`src/rtl/trap_pulse_ctrl.sv`:
```
`default_nettype none
// trap_pulse_ctrl: trapezoidal-filter sequencer (flush, trigger, flat-top sample, handshake), rev 1.0.
// Optional trigger timestamp on out_ts when TRAP_PULSE_CTRL_TIMESTAMP_EN is defined.
module trap_pulse_ctrl #(
  parameter int DATA_W    = 16,
  parameter int FLUSH_LEN = 16,
  parameter int PEAK_DLY  = 12,
  parameter int HOLDOFF   = 8,
  parameter int TS_W      = 32
) (
  input  logic              clk,
  input  logic              reset,
  input  logic              enable,
  input  logic [DATA_W-1:0] thresh,
  input  logic [DATA_W-1:0] filt_data,
  output logic              filt_clr,
  output logic              busy,
  output logic              out_valid,
  input  logic              out_ready,
  output logic [DATA_W-1:0] out_amp,
  output logic              out_pileup,
`ifdef TRAP_PULSE_CTRL_TIMESTAMP_EN
  output logic [TS_W-1:0]   out_ts,
`endif
  output logic [7:0]        pileup_cnt
);

  // One shared down-counter serves flush, peak delay and holdoff; PEAK_DLY/HOLDOFF fit in 8 bits.
  localparam int CNT_W = (FLUSH_LEN > 256) ? $clog2(FLUSH_LEN) : 8;

  typedef enum logic [2:0] {
    IDLE   = 3'd0,
    CLEAR  = 3'd1,
    ARMED  = 3'd2,
    RISE   = 3'd3,
    REPORT = 3'd4,
    HOLD   = 3'd5
  } state_t;

  state_t           state;
  logic [CNT_W-1:0] cnt;
  logic             below;
  logic             pile;
  logic             above;

  assign above = $signed(filt_data) > $signed(thresh);

`ifdef TRAP_PULSE_CTRL_TIMESTAMP_EN
  logic [TS_W-1:0] ts_cnt;
  logic [TS_W-1:0] ts_trig;

  always_ff @(posedge clk or negedge reset) begin
    if (!reset) ts_cnt <= '0;
    else        ts_cnt <= ts_cnt + 1'b1;
  end
`endif

  always_ff @(posedge clk or negedge reset) begin
    if (!reset) begin
      state      <= IDLE;
      cnt        <= '0;
      below      <= 1'b0;
      pile       <= 1'b0;
      filt_clr   <= 1'b1;
      busy       <= 1'b0;
      out_valid  <= 1'b0;
      out_amp    <= '0;
      out_pileup <= 1'b0;
      pileup_cnt <= '0;
`ifdef TRAP_PULSE_CTRL_TIMESTAMP_EN
      ts_trig    <= '0;
      out_ts     <= '0;
`endif
    end else begin
      case (state)
        IDLE: begin
          if (enable) begin
            state <= CLEAR;
            cnt   <= CNT_W'(FLUSH_LEN - 1);
            busy  <= 1'b1;
          end
        end
        CLEAR: begin
          if (!enable) begin
            state <= IDLE;
            busy  <= 1'b0;
          end else if (cnt == '0) begin
            state    <= ARMED;
            filt_clr <= 1'b0;
            busy     <= 1'b0;
          end else begin
            cnt <= cnt - 1'b1;
          end
        end
        ARMED: begin
          if (!enable) begin
            state    <= IDLE;
            filt_clr <= 1'b1;
          end else if (above) begin
            state <= RISE;
            cnt   <= CNT_W'(PEAK_DLY - 1);
            below <= 1'b0;
            pile  <= 1'b0;
            busy  <= 1'b1;
`ifdef TRAP_PULSE_CTRL_TIMESTAMP_EN
            ts_trig <= ts_cnt;
`endif
          end
        end
        RISE: begin
          if (!enable) begin
            state    <= IDLE;
            filt_clr <= 1'b1;
            busy     <= 1'b0;
          end else if (cnt == '0) begin
            // pile reflects the edges before the sample edge
            state      <= REPORT;
            out_valid  <= 1'b1;
            out_amp    <= filt_data;
            out_pileup <= pile;
`ifdef TRAP_PULSE_CTRL_TIMESTAMP_EN
            out_ts     <= ts_trig;
`endif
          end else begin
            cnt <= cnt - 1'b1;
            if (!above)     below <= 1'b1;
            else if (below) pile  <= 1'b1;
          end
        end
        REPORT: begin
          if (out_ready) begin
            out_valid <= 1'b0;
            if (out_pileup && pileup_cnt != 8'hFF) pileup_cnt <= pileup_cnt + 1'b1;
            if (enable) begin
              state <= HOLD;
              cnt   <= CNT_W'(HOLDOFF);
            end else begin
              state    <= IDLE;
              filt_clr <= 1'b1;
              busy     <= 1'b0;
            end
          end
        end
        HOLD: begin
          if (!enable) begin
            state    <= IDLE;
            filt_clr <= 1'b1;
            busy     <= 1'b0;
          end else if (cnt == '0) begin
            if (!above) begin
              state <= ARMED;
              busy  <= 1'b0;
            end
          end else begin
            cnt <= cnt - 1'b1;
          end
        end
        default: begin
          state     <= IDLE;
          filt_clr  <= 1'b1;
          busy      <= 1'b0;
          out_valid <= 1'b0;
        end
      endcase
    end
  end

endmodule
`default_nettype wire
```
`config.mk`:
```
export PLATFORM = sky130hd
export DESIGN_NAME = trap_pulse_ctrl
export DESIGN_NICKNAME = d
export VERILOG_FILES = /design/src/rtl/trap_pulse_ctrl.sv
export SDC_FILE = /design/constraint.sdc
export NUM_CORES = 1
export LEC_CHECK = 0
export CAP_MARGIN = 20
export CORE_MARGIN = 2
export CORE_UTILIZATION = 50
export DETAILED_ROUTE_END_ITERATION = 8
export GPL_TIMING_DRIVEN = 0
export PLACE_DENSITY = 0.89
export SLEW_MARGIN = 20
export SYNTH_ARGS = -nofsm -noshare
export SYNTH_HDL_FRONTEND = slang
export SYNTH_SLANG_ARGS = --single-unit
```
`constraint.sdc`:
```
create_clock -name clk -period 3.64 [get_ports clk]
set_input_delay 0.364 -clock clk [delete_from_list [all_inputs] [get_ports clk]]
set_output_delay 0.364 -clock clk [all_outputs]
set_load 0.02 [all_outputs]
```
After elaboration in Yosys (flattened, before gate mapping)

Cells that the tools add are included.

Add/subtract/negate cells: 2
Bitwise gates (word level): 2
Reductions and logical operators: 17
Order comparisons: 1
Eq/ne operators: 26
Multiplexer cells: 51

Operators with widths:

| kind                                                | count |
|---|---|
| two-way mux 8 bit                                   | 7 |
| two-way mux 3 bit                                   | 12 |
| one-hot mux 8 bit (4 select lines)                  | 1 |
| inequality test 2 bit, second input constant        | 14 |
| two-way mux 1 bit                                   | 25 |
| AND reduction 7 bit                                 | 3 |
| one-hot mux 3 bit (6 select lines)                  | 1 |
| > comparator 16 bit                                 | 1 |
| inequality test 3 bit, second input constant        | 5 |
| adder 8 x 1 -> 8 bit, second input constant         | 1 |
| zero test 8 bit                                     | 1 |
| inequality test 8 bit, second input constant        | 1 |
| AND reduction 4 bit                                 | 2 |
| AND reduction 8 bit                                 | 1 |
| subtractor 8 x 1 -> 8 bit, second input constant    | 1 |
| equality test 3 x 2 -> 1 bit, second input constant | 2 |
| equality test 3 bit, second input constant          | 2 |
| one-hot mux 1 bit (6 select lines)                  | 1 |
| AND reduction 3 bit                                 | 2 |
| AND reduction 6 bit                                 | 1 |
| OR reduction 3 bit                                  | 2 |
| one-hot mux 1 bit (2 select lines)                  | 2 |
| one-hot mux 1 bit (4 select lines)                  | 1 |
| nonzero test 4 bit                                  | 1 |
| other kinds (8)                                     | 9 |

Logic and storage cells: 109
Output and inout port bits: 28
Flip-flop bits (word level): 41

Logic depth before layout (Yosys ltp)

Gate-level depths: netlist of the first run.

Word-level depth: 5
Depth in mapped cells: 10

Worst setup path before layout of the first run

Ideal clock, no wire load.

Kind: input to register
From: input port thresh[7]
To: register state[0]
Arrival time: 2.302 ns
Data required time: 3.522 ns
Path slack: 1.220 ns
Path buffers: 0
Cell stages on the path: 10
Cell sequence: inv_1 ha_1 nand4_2 o21ai_1 a211oi_1 a21oi_1 or4_4 a31oi_4 nor4_1 a21o_1

Word-level cells in the longest chain between the ends: 3
Elaborated cells on any way between the ends: 4
Classes of those cells: order compare (1); eq/ne (2); reduce/logical (1)

RTL lines:

| what                            | line | source |
|---|---|---|
| start: declaration              | 14   | `input logic [DATA_W-1:0] thresh,` |
| > comparator 16 bit *           | 46   | `assign above = $signed(filt_data) > $signed(thresh);` |
| inequality test 3 bit (no line) | -    |  |
| AND reduction 7 bit (no line) * | -    |  |
| end signal: assignment          | 60   | `state <= IDLE;` |
| end signal: assignment          | 78   | `state <= CLEAR;` |
| end signal: assignment          | 85   | `state <= IDLE;` |
| end: declaration                | 40   | `state_t state;` |

Every way passes the cells marked *; elsewhere a longest branch is shown, timed or not.
A chain may end at the register's enable or synchronous reset.

Final worst setup path of the first run

From: input port thresh[15]
To: register cnt[3]

Word-level cells in the longest chain between the ends: 3

RTL lines:

| what                            | line | source |
|---|---|---|
| > comparator 16 bit             | 46   |  |
| inequality test 2 bit (no line) | -    |  |
| AND reduction 8 bit (no line)   | -    |  |
| end signal: assignment          | 79   | `cnt <= CNT_W'(FLUSH_LEN - 1);` |
| end signal: assignment          | 92   | `cnt <= cnt - 1'b1;` |
| end signal: assignment          | 101  | `cnt <= CNT_W'(PEAK_DLY - 1);` |
| end: declaration                | 41   | `logic [CNT_W-1:0] cnt;` |

Every way passes these cells.

==> results of run 1 <==
[Yosys cell counts, types with 2 or more instances]
| cell | count |
|---|---|
| a211oi_1 | 4 |
| a21o_1 | 3 |
| a21oi_1 | 16 |
| a22o_1 | 2 |
| a31oi_1 | 4 |
| a41oi_1 | 2 |
| and2_1 | 2 |
| and3_1 | 4 |
| and3b_1 | 2 |
| and4_1 | 2 |
| buf_2 | 4 |
| clkbuf_1 | 2 |
| dfrtp_1 | 40 |
| ha_1 | 20 |
| inv_1 | 26 |
| mux2_2 | 18 |
| nand2_1 | 23 |
| nand3_1 | 11 |
| nand4_1 | 6 |
| nor2_1 | 10 |
| nor3_1 | 2 |
| nor4_1 | 3 |
| o21ai_0 | 14 |
| o21ai_1 | 4 |
| o22ai_1 | 3 |
| o31ai_1 | 4 |
| or3_4 | 2 |
| xnor2_1 | 6 |
[critical path: stages]
cell and delay (ns):
clkdlybuf4s50_1 0.47, inv_1 0.04, ha_1 0.31, nand4_1 0.17, nor4_1 0.39, a211oi_1 0.12, and3_4 0.20, or3_4 0.37
o21ai_2 0.27, nand2_1 0.12, o31ai_1 0.28
[kinds of logic (layout without fill, tap and decap cells)]
group / after synthesis / count (layout)
XOR/XNOR: 7 / 7
AND/OR/NAND/NOR: 76 / 76
AO/OA/AOI/OAI: 65 / 65
flip-flops: 41 / 41
multiplexers: 18 / 18
adder cells (fa/ha/maj): 20 / 20
buffers and inverters: 33 / 105
[per-stage QoR]
step | std cells | hold WS, ns | cell area (um2) | total power, mW
2_1_floorplan | 260 | 0.0684 | 2560 | 1.08
3_3_place_gp | 393 | 0.461 | 3270 | 1.28
3_5_place_dp | 394 | 0.330 | 3290 | 1.30
4_1_cts | 402 | 0.00802 | 3400 | 1.68
5_1_grt | 402 | 0.0197 | 3400 | 1.79
6_report | 402 | -0.00545 | 3400 | 1.67
[cell type report]
| cell class | instances | area [um2] |
|---|---|---|
| repair buffers | 64 | 646 |
| multi-input cells | 186 | 1400 |
| clock inverters | 3 | 46.3 |
| clock buffers | 5 | 68.8 |
| inverters | 26 | 97.6 |
| well taps | 70 | 87.6 |
| fillers | 398 | 1610 |
| plain buffers | 7 | 35.0 |
| flip-flops and latches | 41 | 1030 |
[state kept, by name, indices dropped and copies added (netlist names)]
signal,flops
pileup_cnt,8
cnt,8
out_amp,16
busy,1
below,1
state,3
filt_clr,1
pile,1
out_valid,1
out_pileup,1
[power by group through the flow]
stage	logic, mW	registers [mW]	clock network (mW)
3_3_place_gp	0.693	0.585	0
2_1_floorplan	0.479	0.602	0
5_1_grt	0.802	0.591	0.397
6_report	0.719	0.583	0.372
3_5_place_dp	0.708	0.589	0
4_1_cts	0.713	0.581	0.383
[metal layers]
metal | part of all wire | vias up | global-route usage
met4 | 0.011 | 0 | 0.0624
met3 | 0.048 | 8 | 0.0569
met5 | 0 | - | 0
met1 | 0.42 | 1052 | 0.279
li1 | - | 1092 | -
met2 | 0.52 | 62 | 0.404
[final timing paths]
| check | start | endpoint |
|---|---|---|
| worst max register to register | cnt[3]$_DFFE_PN0P_ | out_amp[12]$_DFFE_PN0P_ |
| worst max-delay path | thresh[15] | cnt[3]$_DFFE_PN0P_ |
| worst min-delay path | reset | out_amp[12]$_DFFE_PN0P_ |
| max in group asynchronous | reset | cnt[3]$_DFFE_PN0P_ |
| min in group clk | pileup_cnt[4]$_DFFE_PN0P_ | pileup_cnt[4]$_DFFE_PN0P_ |
| worst min register to register | pileup_cnt[4]$_DFFE_PN0P_ | pileup_cnt[4]$_DFFE_PN0P_ |
==> metrics.csv, run 1 <==
metric;value;unit
clock-pin slew on the worst setup and hold paths;0.08;ns
worst skew pair latency;0.30;ns
I/O Pins;64;
startpoint type of the worst setup path;primary input;
CTS tree;yes;
Die Footprint;0.00570;mm2
Worst EP arrival;3.09;ns
Post-Synth Simple-Gate Area;0.172;
Post-synth EDFFs;0;
post-layout minimum cycle time;2.90;ns
most frequent cells in the layout;clkdlybuf4s50_1, dfrtp_1, inv_1;
Flop pwr share;0.348;
initial DRC count;206;
Area Overhead vs Synth;33.2;%
Core Box Area;0.00501;mm2
CTS buffer count;5;
flops & latches, synth;41;
# rows;26;
Avg Inst Size Synth;9.83;um2
first-pass GRT wire length;9940;um
Die Wd;75.5;um
Synth top area share;0.392;
Max Freq;0.345;GHz
DRC viols;0;
CTS Buffer Depth;2;
CTS sink cnt;41;
Pins Over Slew Limit;0;
Placement Setup Slack;0.536;ns
worst-path maximum fanout;6;
vias per cell;5.51;
status;finished, violations left;
R2R Setup Slk;1.08;ns
commonest non-fill, non-tap cell in the layout;clkdlybuf4s50_1;
DRT antenna net count;0;
Primary FF master, synth;dfrtp_1;
count of cells resized by post-cts repair;0;
maxcap violations;0;
RD Place Congestion;0.930;
GRT Overall Usage;0.229;
postcts setup bufs;0;
combinational fraction of design power;0.430;
failing checks;hold timing;
Post-Syn Nets;316;
Worst Tran Pin Value;0.582;ns
P_sw;0.645;mW
pin count of the biggest net entering global routing;26;
DPL Wire Length;4730;um
internal power;1.03;mW
Final Hold Viols;13;
Pwr Density;492;mW/mm2
routed via count;2214;
worst ir drop on vdd;290;uV
Starting Density;0.510;
root buf cell;clkbuf_8;
Hold Buf Count CTS;0;
largest family of logic cells by synthesized area;compound AO/OA/AOI/OAI gates;
H-tree depth;2;
ant diodes;0;
vias in the first global route;2171;
YS warnings;0;
Net Sw Frac;0.385;
endpoints failing setup;0;
asr flop ratio synth;1.00;
cells on worst reg2reg path;6;
Yosys cell types;49;
synth top area cells;dfrtp_1, ha_1, mux2_2;
area of the mapped netlist;0.00256;mm2
worst hold path class;in -> async;
Mapped Cells;260;
Pre-Repair DR Iteration Count;4;
clk_skew;0.00507;ns
worst hold slack;-0.00545;ns
sequential share of the synthesized area;0.402;
final wirelength;6020;um
total negative slack;0;ns
Crit Path Class;in -> reg;
CP required;3.83;ns
grt ovf;0;
share of cells above drive strength 1;0.139;
XOR/XNOR Fraction of Synth Area;0.0240;
die height;75.5;um
Slew headroom;0.610;
fin crit share;0.797;
Routed WL per cell;15.0;um
leading area contributor after synthesis;dfrtp_1;
mux cell area share after synthesis;0.0793;
RSZ-0062 raised after global routing;false;
Synth Area in Adders;0.0979;
Clock Power Share;0.222;
Port Buf Inserts;63;
Static Leakage;1.57;nW
Compound-Gate Fraction of Synth Area;0.173;
final setup margin;0.740;ns
nets;387;
Crit. End Element;flop;
Layout Utilization;0.680;
initial antenna violation count;0;
(Power assumes the default switching activity.)
==> run 2, diff against run 1 <==
--- a/config.mk
+++ b/config.mk
@@ -7,10 +7,10 @@
 export LEC_CHECK = 0
 export CAP_MARGIN = 20
 export CORE_MARGIN = 2
-export CORE_UTILIZATION = 50
+export CORE_UTILIZATION = 45
 export DETAILED_ROUTE_END_ITERATION = 8
 export GPL_TIMING_DRIVEN = 0
-export PLACE_DENSITY = 0.89
+export PLACE_DENSITY = 0.85
 export SLEW_MARGIN = 20
 export SYNTH_ARGS = -nofsm -noshare
 export SYNTH_HDL_FRONTEND = slang
==> constraint.sdc (replaced) <==
create_clock -name clk -period 2.6 [get_ports clk]
set_input_delay 0.26 -clock clk [delete_from_list [all_inputs] [get_ports clk]]
set_output_delay 0.26 -clock clk [all_outputs]
set_load 0.02 [all_outputs]
==> run 2 against run 1 <==
- sequential cell count unchanged
- utilization down 1.7 points
- hold slack improved by 0.30 ns
- critical path type unchanged
- combinational power is 54% higher
- final cell count rose by 2.2%
- first-iteration DRC count decreased by 17%
- via count is 6.7% higher
- count of clock-buffer cells in the layout stayed put
- total power up 43%
- non-clock buffer count up 7
- cell area rose by 7.1%
- the flow now finishes without violations
- routed wire length up 21%
==> metrics.csv, run 2 (same netlist as run 1, synthesis figures left out) <==
metric;value;unit;change
grt ovf;0;;unchanged
Area Overhead vs Synth;42.7;%;was 33.2%
root buf cell;clkbuf_8;;unchanged
post-layout minimum cycle time;2.55;ns;
Pre-Repair DR Iteration Count;5;;was 4
worst hold slack;0.290;ns;was -0.00545 ns
fin crit share;0.981;;
H-tree depth;2;;unchanged
CTS sink cnt;41;;unchanged
Max Freq;0.392;GHz;
max reg flops;16;;unchanged
DPL Wire Length;4710;um;was 4730 um
worst skew pair latency;0.32;ns;was 0.30 ns
vias in the first global route;2382;;was 2171
die height;79.4;um;was 75.5 um
worst-path maximum fanout;6;;unchanged
Final Hold Viols;0;;was 13
Worst EP arrival;2.75;ns;was 3.09 ns
Biggest register;out_amp;;unchanged
initial DRC count;170;;was 206
worst hold path class;in -> reg;;was in -> async
initial antenna violation count;0;;unchanged
total negative slack;0;ns;unchanged
WL met2;3720;um;was 3120 um
Top delay family on crit path;simple AND/OR/NAND/NOR gates;;unchanged
DRT antenna net count;0;;unchanged
I/O Pins;64;;unchanged
first-pass GRT wire length;11000;um;was 9940 um
pin count of the biggest net entering global routing;23;;was 26
maxcap violations;0;;unchanged
CP required;2.80;ns;was 3.83 ns
critical path's slowest cell;clkdlybuf4s50_1;;unchanged
Static Leakage;1.67;nW;was 1.57 nW
nets;394;;was 387
startpoint type of the worst setup path;primary input;;unchanged
# rows;27;;was 26
metal3 WL;432;um;was 289 um
Die Wd;79.4;um;was 75.5 um
clock-pin slew on the worst setup and hold paths;0.09;ns;was 0.08 ns
routed via count;2362;;was 2214
clk_skew;0.0101;ns;was 0.00507 ns
worst ir drop on vdd;381;uV;was 290 uV
worst-path cell chain;clkdlybuf4s50_1 > ha_4 > nand4_4 > o21ai_2 > a211oi_2 > and3_4 > or3_4 > o21ai_4 > nand3_1 > a22o_1;;was clkdlybuf4s50_1 > inv_1 > ha_1 > nand4_1 > nor4_1 > a211oi_1 > and3_4 > or3_4 > o21ai_2 > nand2_1 > o31ai_1
max incr delay on CP;0.51;ns;was 0.47 ns
Pins Over Slew Limit;0;;unchanged
CTS Buffer Depth;2;;unchanged
Crit. End Element;flop;;unchanged
Worst Path Buf+Inv;1;;was 2
commonest non-fill, non-tap cell in the layout;clkdlybuf4s50_1;;unchanged
Die Footprint;0.00630;mm2;was 0.00570 mm2
DRC viols;0;;unchanged
GRT Overall Usage;0.220;;was 0.229
share of cells above drive strength 1;0.230;;was 0.139
status;finished clean;;was finished, violations left
ant diodes;0;;unchanged
endpoints failing setup;0;;unchanged
Pwr Density;657;mW/mm2;was 492 mW/mm2
final wirelength;7310;um;was 6020 um
fin area;0.00365;mm2;was 0.00340 mm2
metal1 wirelength;2940;um;was 2540 um
most frequent cells in the layout;clkdlybuf4s50_1, dfrtp_1, inv_1, nand2_1, mux2_2;;was clkdlybuf4s50_1, dfrtp_1, inv_1
Final Power;2.39;mW;was 1.67 mW
Core Box Area;0.00551;mm2;was 0.00501 mm2
Crit Path Class;in -> reg;;unchanged
placed inst area;0.00330;mm2;was 0.00329 mm2
CTS tree;yes;;unchanged
Largest regs;out_amp: 16 flops, cnt: 8 flops, pileup_cnt: 8 flops;;unchanged
Starting Density;0.464;;was 0.510
Worst Tran Pin Value;0.668;ns;was 0.582 ns
RD Place Congestion;0.906;;was 0.930
vias per cell;5.75;;was 5.51
Max Used Layer;met4;;unchanged
CTS buffer count;5;;unchanged
Routed WL per cell;17.8;um;was 15.0 um
Port Buf Inserts;63;;unchanged
Slew headroom;0.551;;was 0.610
run 2: cell count changes in the layout (fill, tap and decap cells not counted), sizes merged:
cell           delta
clkdlybuf4s50     -8
dlymetal6s2s      +8
buf               +6
inv               +2
bufinv            -1
clkinv            -1
dlygate4sd3       +1
run 2: what timing repair did:
item | 4_1_cts | 5_1_grt
endpoints found under the hold margin | 18 | 0
setup buffers | 0 | 6
resized for setup | 5 | 32
pin swaps | 2 | 19
hold buffers | 1 | 0
setup endpoints to repair | 5 | 20
run 2: final cells by class:
cell class / count / area, um2
Buffer: 7 / 35.0
Clock buffer: 5 / 68.8
Clock inverter: 3 / 25.0
Fill cell: 412 / 1860
Inverter: 26 / 97.6
Multi-Input combinational cell: 186 / 1580
Sequential cell: 41 / 1030
Tap cell: 72 / 90.1
Timing Repair Buffer: 71 / 728
run 2: worst register-to-register path, cell delays in order (launching register included):
cell	delay (ns)
dfrtp_1	0.43
or3_4	0.41
nor4_2	0.29
nand2_1	0.23
nand2_1	0.16
a311oi_2	0.16
clkbuf_1	0.24
and2_1	0.20
a31oi_1	0.17
run 2: per-layer routing:
layer,vias up,global-route usage
li1,1101,-
met1,1133,0.279
met2,107,0.364
met3,21,0.0475
met4,0,0.0914
met5,-,0
run 2: metrics by stage:
stage,cells,utilization,setup WS (ns)
after floorplan,260,-,0.284
after global placement,395,0.595,-0.342
after detailed placement,396,0.599,-0.413
after CTS,405,0.623,0.00648
after global routing,411,0.662,-0.0579
final,411,0.662,0.0506
run 2: final timing paths:
check	cells after the start	to	from	slack, ns
worst max-delay path	10	cnt[7]$_DFFE_PN0P_	filt_data[7]	0.05
worst min-delay path	2	out_amp[11]$_DFFE_PN0P_	filt_data[11]	0.29
worst max register to register	8	cnt[5]$_DFFE_PN0P_	cnt[3]$_DFFE_PN0P_	0.23
worst min register to register	1	pileup_cnt[4]$_DFFE_PN0P_	pileup_cnt[4]$_DFFE_PN0P_	0.50
max in group asynchronous	3	cnt[3]$_DFFE_PN0P_	reset	1.67
min in group asynchronous	2	out_amp[9]$_DFFE_PN0P_	reset	0.44
run 2: report_power, final:
group | switching, mW | internal [mW]
Clock | 0.267 | 0.196
Sequential | 0.0853 | 0.734
Combinational | 0.650 | 0.462
Total | 1.00 | 1.39
